--- src/rtl/rca_pkg.sv ---
// Shared types and constants for the serial ripple-carry adder/subtractor.
package rca_pkg;

    typedef enum logic [1:0] {
        IDLE = 2'd0,
        RUN  = 2'd1,
        DONE = 2'd2
    } state_t;

    localparam int DEF_WIDTH = 8;
    localparam int DEF_DIGIT = 2;

    // Number of digit cycles needed to sweep a full operand.
    function automatic int rca_num_digits(input int width, input int digit);
        return width / digit;
    endfunction

endpackage

--- src/rtl/digit_adder.sv ---
// Combinational DIGIT-bit ripple adder slice; also exposes the carry into its MSB
// so the caller can derive signed overflow on the most significant digit.
module digit_adder
    import rca_pkg::*;
#(
    parameter int DIGIT = DEF_DIGIT
) (
    input  logic [DIGIT-1:0] a,
    input  logic [DIGIT-1:0] b,
    input  logic             cin,
    output logic [DIGIT-1:0] s,
    output logic             cout,
    output logic             c_msb
);

    always_comb begin
        logic carry;
        s     = '0;
        c_msb = cin;
        carry = cin;
        for (int i = 0; i < DIGIT; i++) begin
            if (i == DIGIT - 1) begin
                c_msb = carry;
            end
            s[i]  = a[i] ^ b[i] ^ carry;
            carry = (a[i] & b[i]) | (carry & (a[i] ^ b[i]));
        end
        cout = carry;
    end

endmodule

--- src/rtl/serial_ripple_adder.sv ---
// Multi-cycle ripple-carry adder processing DIGIT bits per clock with valid/ready on
// both sides. Define RCA_SUB_EN to add the Sub port and A - B - Cin mode.
module serial_ripple_adder
    import rca_pkg::*;
#(
    parameter int WIDTH = DEF_WIDTH,
    parameter int DIGIT = DEF_DIGIT
) (
    input  logic             clk,
    input  logic             rst,
    input  logic             in_valid,
    output logic             in_ready,
    input  logic [WIDTH-1:0] A,
    input  logic [WIDTH-1:0] B,
    input  logic             Cin,
`ifdef RCA_SUB_EN
    input  logic             Sub,
`endif
    output logic             out_valid,
    input  logic             out_ready,
    output logic [WIDTH-1:0] S,
    output logic             Cout,
    output logic             Ovf
);

    localparam int N  = rca_num_digits(WIDTH, DIGIT);
    localparam int KW = (N > 1) ? $clog2(N) : 1;
    localparam int NP = 1 << KW;
    localparam logic [KW-1:0] K_LAST = KW'(N - 1);

    generate
        if (WIDTH < 2 || (WIDTH % DIGIT) != 0) begin : g_bad_params
            $error("serial_ripple_adder: WIDTH must be >= 2 and a multiple of DIGIT");
        end
    endgenerate

    state_t           state_q, state_d;
    logic [KW-1:0]    k_q, k_d;
    logic             carry_q, carry_d;
    logic [WIDTH-1:0] a_q, b_q;
    logic [WIDTH-1:0] sum_q, sum_d;
    logic [WIDTH-1:0] s_q;
    logic             cout_q, ovf_q;
    logic             capture, load_out, run_en;

    logic [WIDTH-1:0] b_eff;
    logic             cin_eff;

    // Subtraction is folded into the captured operand: A + ~B + ~Cin.
`ifdef RCA_SUB_EN
    assign b_eff   = Sub ? ~B : B;
    assign cin_eff = Sub ? ~Cin : Cin;
`else
    assign b_eff   = B;
    assign cin_eff = Cin;
`endif

    logic [DIGIT-1:0] a_dig [NP];
    logic [DIGIT-1:0] b_dig [NP];
    logic [DIGIT-1:0] dig_a, dig_b, dig_s;
    logic             dig_cout, dig_cmsb;

    // Digit table padded to a power of two so the counter indexes it directly.
    generate
        for (genvar gi = 0; gi < NP; gi++) begin : g_dig
            if (gi < N) begin : g_real
                assign a_dig[gi] = a_q[gi*DIGIT +: DIGIT];
                assign b_dig[gi] = b_q[gi*DIGIT +: DIGIT];
            end else begin : g_pad
                assign a_dig[gi] = '0;
                assign b_dig[gi] = '0;
            end
        end
    endgenerate

    assign dig_a = a_dig[k_q];
    assign dig_b = b_dig[k_q];

    digit_adder #(
        .DIGIT (DIGIT)
    ) u_digit (
        .a     (dig_a),
        .b     (dig_b),
        .cin   (carry_q),
        .s     (dig_s),
        .cout  (dig_cout),
        .c_msb (dig_cmsb)
    );

    assign run_en = (state_q == RUN);

    generate
        for (genvar gi = 0; gi < N; gi++) begin : g_sum
            assign sum_d[gi*DIGIT +: DIGIT] = (run_en && k_q == KW'(gi)) ? dig_s
                                                                        : sum_q[gi*DIGIT +: DIGIT];
        end
    endgenerate

    always_comb begin
        state_d  = state_q;
        k_d      = k_q;
        carry_d  = carry_q;
        capture  = 1'b0;
        load_out = 1'b0;
        case (state_q)
            IDLE: begin
                if (in_valid) begin
                    capture = 1'b1;
                    k_d     = '0;
                    carry_d = cin_eff;
                    state_d = RUN;
                end
            end
            RUN: begin
                carry_d = dig_cout;
                k_d     = k_q + KW'(1);
                if (k_q == K_LAST) begin
                    load_out = 1'b1;
                    k_d      = '0;
                    state_d  = DONE;
                end
            end
            DONE: begin
                if (out_ready) begin
                    state_d = IDLE;
                end
            end
            default: state_d = IDLE;
        endcase
    end

    always_ff @(posedge clk or posedge rst) begin
        if (rst) begin
            state_q <= IDLE;
            k_q     <= '0;
            carry_q <= 1'b0;
            a_q     <= '0;
            b_q     <= '0;
            sum_q   <= '0;
            s_q     <= '0;
            cout_q  <= 1'b0;
            ovf_q   <= 1'b0;
        end else begin
            state_q <= state_d;
            k_q     <= k_d;
            carry_q <= carry_d;
            sum_q   <= sum_d;
            if (capture) begin
                a_q <= A;
                b_q <= b_eff;
            end
            // Published results only change when a new result completes.
            if (load_out) begin
                s_q    <= sum_d;
                cout_q <= dig_cout;
                ovf_q  <= dig_cmsb ^ dig_cout;
            end
        end
    end

    assign in_ready  = (state_q == IDLE);
    assign out_valid = (state_q == DONE);
    assign S         = s_q;
    assign Cout      = cout_q;
    assign Ovf       = ovf_q;

endmodule
--- config.mk ---
export PLATFORM = sky130hd
export DESIGN_NAME = serial_ripple_adder
export DESIGN_NICKNAME = d
export VERILOG_FILES = /design/src/rtl/rca_pkg.sv /design/src/rtl/digit_adder.sv /design/src/rtl/serial_ripple_adder.sv
export SDC_FILE = /design/constraint.sdc
export NUM_CORES = 1
export LEC_CHECK = 0
export CORE_MARGIN = 5
export CORE_UTILIZATION = 45
export CTS_BUF_LIST = sky130_fd_sc_hd__clkbuf_4 sky130_fd_sc_hd__clkbuf_8
export CTS_CLUSTER_DIAMETER = 100
export DETAILED_ROUTE_END_ITERATION = 6
export PLACE_DENSITY = 0.73
export REMOVE_ABC_BUFFERS = 1
export SLEW_MARGIN = 20
export SYNTH_ARGS = -nofsm -noshare
export SYNTH_HDL_FRONTEND = slang
export SYNTH_HIERARCHICAL = 1
export SYNTH_SLANG_ARGS = --single-unit
--- constraint.sdc ---
create_clock -name clk -period 2.74 [get_ports clk]
set_input_delay 0.548 -clock clk [delete_from_list [all_inputs] [get_ports clk]]
set_output_delay 0.548 -clock clk [all_outputs]
set_load 0.02 [all_outputs]
==> flow_summary.toml, run 1 <==
[status]
status = "complete, no violations"

[critical_path]
critPathKind = "flip-flop to flip-flop"
crit_family = "multiplexers"
path_buf_inv = 0
reg2reg_to = "S[5]"
worst-path-max-fanout = 7
reg2reg_slack_ns = 0.13
crit_start = "k_q[0]"
end_kind = "flip-flop"
cp_common_cell = "mux2_2"
path_cells = "mux4_2 > fa_1 > fa_2 > mux2_2 > mux2_2"
cp.arrival_ns = 2.78
startpoint_type = "flip-flop"
reg2reg_depth = 5
rr_startpoint = "k_q[0]"
cpMaxStageDelayCell = "mux4_2"
cpPeakStageDelay_ns = 0.54
worstPathRequired_ns = 2.91

[cells_and_area]
seq_area_um2 = 927
n_fill_cell = 316
most-common-layout-cells = "mux2_2 (38), dfrtp_1 (36), clkdlybuf4s50_1 (32), clkbuf_8 (6)"
num_antenna_cells = 0
fin_util_pct = 60.8
layout.nets = 181
stdcell_count = 203
drive_above_1_share_pct = 37.4
layout_commonest_cell = "mux2_2"
syn_to_final_growth_pct = 29.5
multi_input_area_um2 = 757

[grt]
grt_pass1_vias = 1153
grt_pass1_wl_um = 5280
grt_max_degree = 38
grt_overflow = 0
grt_usage_pct = 13.5
grt_antenna_before_repair = 0

[timing]
rsz0062_at_grt = "no"
finalHoldViolations = 0
period_minus_slack_ns = 2.61
fin_skew_ns = 0.00777
fin_setup_tns_ns = 0
slew_headroom_pct = 62.2
worst_pin_slew_ns = 0.565
finalCritPeriodShare_pct = 95.3
fmax_ghz = 0.383
setup_viol = 0
slew_violations = 0

[clock_network]
clock-sinks = 37
cts_tree = "yes"
clk_pin_slew_worst_paths_ns = 0.07
post_cts_buffers = 0
clockRootBuffer = "clkbuf_8"
clock_latency_ns = 0.28
h-tree-depth = 2
clockBufferDepth = 2
numCtsBuffers = 5
holdBufCountCts = 0

[floorplanning]
die_h_um = 72.0
initial_core_util_pct = 46.9
placementRows = 22
core_um2 = 3690
ioPinCount = 33
fp.dieW_um = 72.0
die_area_um2 = 5190

[hold_path]
holdPathEnd = "sum_q[2]"
whs_path_depth = 1
hold_class = "flip-flop to flip-flop"
hold_start = "sum_q[2]"

[placed_design]
place_congestion = 0.779
dp.cells = 195
dp_hpwl_um = 2290
numPortBuffers = 32

[synth]
yosysSeqAreaShare_pct = 53.5
synth_edf_count = 0
synthArstFlopShare_pct = 100
synth-main-ff-cell = "dfrtp_1"
synth_area_um2 = 1730
ys_seq_elements = 37
synth_cells = 115
syn_area_per_cell_um2 = 15.0
synth_cell_types = 20
yosys_warnings = 6

[routing]
drt_iter0_markers = 21
wl_per_cell_um = 14.8
drt_first_pass_iters = 4
dr_total_vias = 1027
avgViaCountPerCell = 5.06
totalWireLength_um = 3010
drcViolationCount = 0
ant_nets = 0

[pwr]
power_w = 0.00309
worst_ir_drop_vdd_mv = 0.678
power_density_nw_per_um2 = 1380
power_leakage_nw = 0.948

[job]
cap_violations = 0
-- where the power goes --
part | total, W | internal, W | leakage, nW | switching [W]
Clock | 0.000489 | 0.000307 | 0.0619 | 0.000182
Sequential | 0.00103 | 0.000832 | 0.440 | 0.000193
Combinational | 0.00158 | 0.000906 | 0.446 | 0.000672
-- registers in the layout (all words and copies together), names as in the netlist --
| register | count |
|---|---|
| S | 8 |
| k_q | 2 |
| b_q | 8 |
| a_q | 8 |
| sum_q | 6 |
| Cout | 1 |
| state_q | 2 |
| carry_q | 1 |
| Ovf | 1 |
-- per-stage QoR --
| stage | hold slack (ns) | instance area [um2] | worst slack, ns |
|---|---|---|---|
| floorplan | 0.475 | 1700 | 0.0364 |
| global placement | 0.483 | 2120 | 0.0538 |
| detailed placement | 0.490 | 2120 | -0.0310 |
| CTS | 0.507 | 2240 | 0.0237 |
| global route | 0.520 | 2240 | 0.0537 |
| finish | 0.505 | 2240 | 0.128 |
-- what timing repair did --
action                     CTS  global route
resized for setup            1             1
pin swaps                    0             0
setup endpoints to repair    3             3
-- cells in the mapped netlist (all sizes together), types with 2 or more instances --
master / count / area (um2)
nand2b: 3 / 18.8
nand3b: 4 / 30.0
mux2: 38 / 428
a22o: 2 / 17.5
nor2: 3 / 11.3
ha: 4 / 50.1
inv: 5 / 18.8
mux4: 4 / 90.1
dfrtp: 37 / 926
fa: 2 / 40.0
buf: 5 / 31.3
-- worst max path at each step --
stage          endpoint  slack (ns)  cells after the start
4_1_cts            S[5]        0.02                      5
5_1_grt            S[5]        0.05                      5
3_3_place_gp       S[1]        0.05                      5
3_5_place_dp       S[5]       -0.03                      5
6_report           S[5]        0.13                      5
2_1_floorplan      S[3]        0.04                      5
-- kinds of logic (layout without fill, tap and decap cells) --
group | Yosys count | in the layout | synth area share (%)
buffers and inverters | 10 | 50 | 2.89
and+or+nand+nor | 13 | 13 | 5.42
adders and majority gates | 6 | 6 | 5.21
xor gates and xnor gates | 1 | 1 | 0.506
DFF | 37 | 37 | 53.5
AOI/OAI and AO/OA | 6 | 6 | 2.53
muxes | 42 | 42 | 29.9
-- area by class of cell --
cell class                      count  area share (%)
Tap cell                           48            2.68
Inverter                            5           0.838
Sequential cell                    37            41.4
Multi-Input combinational cell     68            33.8
Clock inverter                      1            1.34
Clock buffer                        7            4.02
Timing Repair Buffer               37            16.0
-- layer usage --
layer,track usage [%],vias to the layer above,routed length (um)
met5,0,-,0
met4,5.01,0,28
met3,4.71,2,148
met2,23.0,25,1540
met1,15.7,512,1290
li1,-,488,-
Note: power is estimated with default switching activity, not from simulation.
==> run 2: changes to the inputs <==
Settings changed: CORE_UTILIZATION 45 to 48, PLACE_DENSITY 0.73 to 0.78, TNS_END_PERCENT from default to 30.
==> run 2 against run 1 <==
Die area is 5.4% lower. Combinational power is essentially flat. Via count rose by 0.97%.
==> flow_summary.toml, run 2 (synthesis results as in run 1) <==
[critical_path]
crit_start = "k_q[0]"
cpPeakStageDelay_ns = 0.53
path_cells = "mux4_2 > fa_1 > fa_2 > mux2_2 > mux2_2"
cp_common_cell = "mux2_2"
reg2reg_to = "S[1]"
end_kind = "flip-flop"
crit_family = "multiplexers"
cpMaxStageDelayCell = "mux4_2"
reg2reg_depth = 5
worst-path-max-fanout = 7
critPathKind = "flip-flop to flip-flop"
cp.arrival_ns = 2.81
worstPathRequired_ns = 2.96
rr_startpoint = "k_q[0]"
path_buf_inv = 0
startpoint_type = "flip-flop"
reg2reg_slack_ns = 0.15

[cells_and_area]
drive_above_1_share_pct = 37.0
layout.nets = 181
layout_commonest_cell = "mux2_2"
num_antenna_cells = 0
most-common-layout-cells = "mux2_2 (38), dfrtp_1 (36), clkdlybuf4s50_1 (32), clkbuf_4 (6)"
syn_to_final_growth_pct = 25.8
n_fill_cell = 290
multi_input_area_um2 = 757
seq_area_um2 = 927

[job]
cap_violations = 0

[timing]
finalHoldViolations = 0
fin_setup_tns_ns = 0
fin_skew_ns = 0.00686
period_minus_slack_ns = 2.59
setup_viol = 0
rsz0062_at_grt = "no"
worst_pin_slew_ns = 0.543
slew_violations = 0
setup_ws_ns = 0.154
fmax_ghz = 0.387
slew_headroom_pct = 63.7
finalCritPeriodShare_pct = 94.4

[routing]
drt_first_pass_iters = 2
drt_iter0_markers = 27
ant_nets = 0
dr_total_vias = 1037
avgViaCountPerCell = 5.19
wl_per_cell_um = 15.3
drcViolationCount = 0
totalWireLength_um = 3050

[hold_path]
holdPathEnd = "b_q[5]"
hold_start = "b_q[5]"
hold_class = "flip-flop to flip-flop"
whs_path_depth = 1

[placed_design]
place_congestion = 0.718
dp_hpwl_um = 2340
numPortBuffers = 32
dpl_worst_slack_ns = 0.0314

[floorplanning]
die_area_um2 = 4910
die_h_um = 70.0
placementRows = 21
initial_core_util_pct = 50.7
ioPinCount = 33
core_um2 = 3420
fp.dieW_um = 70.0

[pwr]
power_density_nw_per_um2 = 1330
worst_ir_drop_vdd_mv = 0.681
power_w = 0.00290
power_leakage_nw = 0.920

[clock_network]
h-tree-depth = 2
clock_latency_ns = 0.33
post_cts_buffers = 0
clockBufferDepth = 2
numCtsBuffers = 5
clk_pin_slew_worst_paths_ns = 0.10
clockRootBuffer = "clkbuf_4"
cts_tree = "yes"
clock-sinks = 37

[grt]
grt_max_degree = 38
grt_pass1_vias = 1140
grt_antenna_before_repair = 0
grt_usage_pct = 13.3
grt_pass1_wl_um = 5110
grt_overflow = 0

[status]
status = "complete, no violations"
## run 2: cell types whose count changed in the layout (fill, tap and decap cells not counted), sizes merged
| cell | change |
|---|---|
| bufinv | -1 |
## run 2: metal layers
metal  routed length, um  global-route usage (%)  vias up
li1                    -                       -      484
met1                1280                    15.5      525
met2                1590                    22.8       23
met3                 139                    3.59        5
met4                  34                    5.74        0
met5                   0                       0        -
## run 2: worst max-delay path by stage
stage | end | slack, ns | depth (start not counted)
floorplan | S[3] | 0.04 | 5
global placement | S[1] | 0.1 | 5
detailed placement | S[5] | 0.03 | 5
CTS | S[5] | 0.02 | 5
global route | S[5] | 0.06 | 5
finish | S[1] | 0.15 | 5
## run 2: layout make-up
class	instances	share of cell area, %
flip-flops and latches	37	42.6
multi-input cells	68	34.8
repair buffers	37	16.4
clock buffers	7	2.70
inverters	5	0.862
well taps	46	2.64
## run 2: what timing repair did
| action | 4_1_cts | 5_1_grt |
|---|---|---|
| hold buffers | 0 | 0 |
| resized for setup | 0 | 2 |
| endpoints found under the setup margin | 0 | 3 |
## run 2: metrics by stage
step / utilization [%] / cell area (um2) / hold WS, ns / instances
2_1_floorplan: - / 1700 / 0.475 / 110
5_1_grt: 63.7 / 2180 / 0.529 / 200
3_3_place_gp: 61.9 / 2110 / 0.484 / 193
3_5_place_dp: 61.9 / 2110 / 0.493 / 193
4_1_cts: 63.6 / 2170 / 0.517 / 200
6_report: 63.7 / 2180 / 0.511 / 200
## run 2: where the power goes
part / leakage, nW / internal (W) / total [W] / switching [W]
clock: 0.0348 / 0.000131 / 0.000297 / 0.000166
combinational: 0.446 / 0.000906 / 0.00159 / 0.000682
sequential: 0.440 / 0.000830 / 0.00102 / 0.000186
total: 0.920 / 0.00187 / 0.00290 / 0.00103
